[src/rtl/gates_tester_pkg.sv]
// Shared types and helpers for the 3-input gate device tester.
// Response bit layout and the golden gate equations live here.
package gates_tester_pkg;

  localparam int RESP_W = 5;

  localparam int RESP_AND  = 4;
  localparam int RESP_OR   = 3;
  localparam int RESP_NAND = 2;
  localparam int RESP_NOR  = 1;
  localparam int RESP_XOR  = 0;

  typedef enum logic [1:0] {
    IDLE   = 2'd0,
    SETTLE = 2'd1,
    CHECK  = 2'd2,
    DONE   = 2'd3
  } state_t;

  // Golden outputs of the gate device for input vector v = {a, b, c}.
  function automatic logic [RESP_W-1:0] expected_resp(input logic [2:0] v);
    logic a, b, c;
    logic [RESP_W-1:0] r;
    a = v[2];
    b = v[1];
    c = v[0];
    r = '0;
    r[RESP_AND]  = a & b & c;
    r[RESP_OR]   = a | b | c;
    r[RESP_NAND] = ~(a & b & c);
    r[RESP_NOR]  = ~(a | b | c);
    r[RESP_XOR]  = a ^ b ^ c;
    return r;
  endfunction

endpackage

[src/rtl/gates_tester_sync2.sv]
// Parameterised-width two-flop synchronizer with synchronous active-high reset.
module gates_tester_sync2 #(
  parameter int W = 1
) (
  input  logic         clk,
  input  logic         rst,
  input  logic [W-1:0] d,
  output logic [W-1:0] q
);

  logic [W-1:0] meta;

  always_ff @(posedge clk) begin
    if (rst) begin
      meta <= '0;
      q    <= '0;
    end else begin
      meta <= d;
      q    <= meta;
    end
  end

endmodule

[src/rtl/gates_tester.sv]
// Walks all 8 {a,b,c} vectors onto the gate device and checks its 5 outputs.
// Define GATES_TESTER_STOP_ON_FAIL_EN to halt on the first mismatching vector.
module gates_tester
  import gates_tester_pkg::*;
#(
  parameter int SETTLE_CYCLES = 4
) (
  input  logic              clk,
  input  logic              rst,
  input  logic              start,
  output logic [2:0]        drv,
  input  logic [RESP_W-1:0] resp,
  output logic              busy,
  output logic              done,
  output logic              pass,
  output logic [3:0]        fail_count,
  output logic [7:0]        fail_mask,
  output logic [2:0]        first_fail,
  output logic [1:0]        dbg_state
);

  localparam int CNT_W = $clog2(SETTLE_CYCLES + 1);
  localparam logic [CNT_W-1:0] CNT_LAST = CNT_W'(SETTLE_CYCLES - 1);

  // The settle window must cover the 2-flop sync plus device propagation.
  if (SETTLE_CYCLES < 3) begin : g_bad_settle
    $error("gates_tester: SETTLE_CYCLES must be >= 3");
  end

  state_t            state;
  state_t            state_nxt;
  logic [CNT_W-1:0]  cnt;
  logic [RESP_W-1:0] resp_s;
  logic              mismatch;
  logic              last_vec;
  logic              settle_last;
  logic              stop_now;

  gates_tester_sync2 #(.W(RESP_W)) u_sync (
    .clk (clk),
    .rst (rst),
    .d   (resp),
    .q   (resp_s)
  );

  always_comb begin
    mismatch    = (resp_s != expected_resp(drv));
    last_vec    = (drv == 3'd7);
    settle_last = (cnt == CNT_LAST);
`ifdef GATES_TESTER_STOP_ON_FAIL_EN
    stop_now    = last_vec || mismatch;
`else
    stop_now    = last_vec;
`endif
  end

  always_ff @(posedge clk) begin
    if (rst) state <= IDLE;
    else     state <= state_nxt;
  end

  // start is a level, only looked at in IDLE/DONE; while busy it is ignored.
  always_comb begin
    state_nxt = state;
    case (state)
      IDLE, DONE: if (start)       state_nxt = SETTLE;
      SETTLE:     if (settle_last) state_nxt = CHECK;
      CHECK:      state_nxt = stop_now ? DONE : SETTLE;
      default:    state_nxt = IDLE;
    endcase
  end

  always_comb begin
    busy      = (state == SETTLE) || (state == CHECK);
    done      = (state == DONE);
    pass      = (state == DONE) && (fail_count == 4'd0);
    dbg_state = state;
  end

  always_ff @(posedge clk) begin
    if (rst) begin
      drv        <= '0;
      cnt        <= '0;
      fail_count <= '0;
      fail_mask  <= '0;
      first_fail <= '0;
    end else begin
      case (state)
        IDLE, DONE: begin
          if (start) begin
            drv        <= '0;
            cnt        <= '0;
            fail_count <= '0;
            fail_mask  <= '0;
            first_fail <= '0;
          end
        end
        SETTLE: cnt <= cnt + CNT_W'(1);
        CHECK: begin
          if (mismatch) begin
            fail_count     <= fail_count + 4'd1;
            fail_mask[drv] <= 1'b1;
            if (fail_count == 4'd0) first_fail <= drv;
          end
          // On stop, drv stays put so the last (or failing) vector is held.
          if (!stop_now) begin
            drv <= drv + 3'd1;
            cnt <= '0;
          end
        end
        default: cnt <= '0;
      endcase
    end
  end

endmodule

[config.mk]
export PLATFORM = sky130hd
export DESIGN_NAME = gates_tester
export DESIGN_NICKNAME = d
export VERILOG_FILES = /design/src/rtl/gates_tester_pkg.sv /design/src/rtl/gates_tester_sync2.sv /design/src/rtl/gates_tester.sv
export SDC_FILE = /design/constraint.sdc
export NUM_CORES = 1
export LEC_CHECK = 0
export CAP_MARGIN = 20
export CELL_PAD_IN_SITES_DETAIL_PLACEMENT = 0
export CELL_PAD_IN_SITES_GLOBAL_PLACEMENT = 1
export CORE_MARGIN = 2
export CORE_UTILIZATION = 38
export CTS_CLUSTER_SIZE = 16
export DETAILED_ROUTE_END_ITERATION = 8
export PLACE_DENSITY = 0.8
export RECOVER_POWER = 100
export SLEW_MARGIN = 20
export SYNTH_ARGS = -nofsm -noshare
export SYNTH_HDL_FRONTEND = slang
export SYNTH_SLANG_ARGS = --single-unit
export TNS_END_PERCENT = 10
[constraint.sdc]
create_clock -name clk -period 2.2 [get_ports clk]
set_input_delay 0.44 -clock clk [delete_from_list [all_inputs] [get_ports clk]]
set_output_delay 0.44 -clock clk [all_outputs]
set_load 0.1 [all_outputs]
==> results.yml <==
cts:
  root_buffer: "clkbuf_8"
  cts_max_level: 2
  cts_buffer_depth: 2
  cts_resized: 0
  post_cts_buffers: 0
  postCtsHoldBufs: 0
  clk_pin_slew_ns: 0.07
  clock_latency_ns: 0.29
  cts.sinks: 33
  cts_tree: "yes"
  cts_buffers: 5
layout:
  multi_input_area_um2: 830.8
  finalNonFillerCells: 245
  final_common_cell: "dfxtp_1"
  num-fill-cells: 373
  drive_gt1_share_pct: 22.34
  n_antenna_cell: 0
  fin_area_mm2: 0.001914
  final_core_util_pct: 51.14
  seqCellArea_um2: 669.4
  fin_nets: 218
  area_growth_pct: 26.87
  final_cell_mix: "30 x dfxtp_1, 22 x clkbuf_2, 14 x nand2_1"
routing:
  wl_mm: 3.061
  firstDrtPassIters: 4
  viasPerCell: 5.127
  vias: 1256
  drc_errors: 0
  drtAntennaViolNets: 0
  drt_iter0_markers: 108
  wl_per_cell_um: 12.49
synthesis:
  synth_xor_area_share_pct: 1.161
  syn_inst: 161
  synth_seq_cells: 33
  synth_flop_cell: "dfxtp_1"
  synth_edf_count: 0
  synthAdderAreaFrac_pct: 11.61
  yosysSeqAreaShare_pct: 43.78
  syn-cell-area_mm2: 0.001509
  synth_top_family_by_area: "simple AND/OR/NAND/NOR gates"
  synthDistinctLibCells: 35
  synth_compound_area_share_pct: 14.76
  yosys.area_share.simple_pct: 21.97
  synth_nets: 183
  synth.avg_cell_area_um2: 9.372
  synth-async-reset-ratio_pct: 0
  synthMuxAreaShare_pct: 2.653
  ys.warnings.count: 0
setup_path:
  cp_max_fo: 7
  r2r_cells: 7
  reg2reg_slack_ns: 0.13
  critPathLaunchType: "register"
  crit_arrival_ns: 2.28
  crit_type: "register to register"
  end_kind: "register"
  required_ns: 2.42
sta:
  max-slew-margin-rel_pct: 50.78
  clock.fmax_mhz: 483.9
  fin_crit_sh_pct: 93.93
  final.min_clock_period_ns: 2.066
  hold_viol_final: 0
  rsz0062_at_grt: "false"
  setup_viol: 0
  fin_ws_ns: 0.1335
  tightest_slew_ns: 0.7383
  setup_tns_ns: 0
  fin_skew_ns: 0.005644
  timing.hold.ws_ns: 0.4349
  slew_viol_final: 0
die:
  pin_count: 31
  rows: 22
  die_x_um: 67.02
  die_h_um: 67.02
  die-area_mm2: 0.004491
  core_mm2: 0.003744
  initial_core_util_pct: 40.31
placement:
  hpwl_mm: 2.343
  pre_cts_ws_ns: 0.1257
  numPortBuffers: 30
  placed_cells: 237
  placed_area_mm2: 0.001892
  place_congestion: 0.7362
grt:
  grtUsageTotal_pct: 15.44
  grt-ovfl-total: 0
  first_global_vias: 1173
  grt_pass1_wl_mm: 5.223
  antenna_found_initial: 0
  grt_start_max_net_pins: 19
power:
  p_per_area_mw_per_mm2: 659.6
  finalPower_mw: 1.263
  p_leak_nw: 0.7973
  ir_worst_vdd_uv: 377.7
job:
  cap_violations: 0
outcome:
  status: "finished, final reports clean"
min_path:
  hold_class: "register to register"
  whs_path_depth: 1
## registers in the layout (all words and copies together) (netlist names)
register	flops
cnt	3
dbg_state	2
drv	3
fail_count	4
fail_mask	8
first_fail	3
u_sync.meta	5
u_sync.q	5
## kinds of logic after synthesis
kind of cell,count (synthesis)
AND/OR/NAND/NOR,60
multiplexers,4
AO/OA/AOI/OAI,32
adder cells (fa/ha/maj),14
flip-flops,33
buffers and inverters,16
XOR/XNOR,2
## power breakdown
part,switching (mW),internal [mW],total [mW]
Sequential,0.0101,0.609,0.619
Clock,0.225,0.218,0.443
Combinational,0.133,0.0686,0.201
## metal layers
metal | global-route usage (%) | part of all wire, %
met5 | 0 | 0
met4 | 8.673 | 2.4
met3 | 3.885 | 5.7
met2 | 24.13 | 48
met1 | 19.13 | 44
## critical path: stages, from the launching register on
cell	delay [ns]
dfxtp_2	0.40
inv_1	0.08
ha_1	0.29
xor2_1	0.17
xnor2_1	0.19
and3_4	0.24
or4_1	0.46
a31oi_1	0.17
## worst paths after layout
| kind | startpoint | to |
|---|---|---|
| worst max-delay path | drv[2] | fail_count[0] |
| worst min-delay path | u_sync.meta[0] | u_sync.q[0] |
| worst max register to register | drv[2] | fail_count[0] |
| worst min register to register | u_sync.meta[0] | u_sync.q[0] |
## layout make-up
class	count	share of cell area [%]
multi-input combinational	112	43.40
inverter	10	2.157
clock buffer	5	3.595
clock inverter	3	0.9150
sequential	33	34.97
timing repair buffer	34	11.83
tap	48	3.137
## Yosys cell counts, drive strengths merged (2+ instances only)
cell | n | area share (%)
inv | 10 | 2.5
ha | 14 | 12
mux2i | 4 | 2.7
or4 | 2 | 0.99
a31oi | 4 | 2.1
a21oi | 9 | 3.0
a22o | 4 | 2.3
dfxtp | 33 | 44
clkbuf | 5 | 1.2
nand2 | 14 | 3.5
o21ai | 6 | 2.0
nor2b | 12 | 5.0
nand3 | 8 | 2.7
nand2b | 4 | 1.7
nor2 | 10 | 2.5
a32o | 4 | 2.7
nor3b | 2 | 0.99
Power figures use the tool's default switching activity.
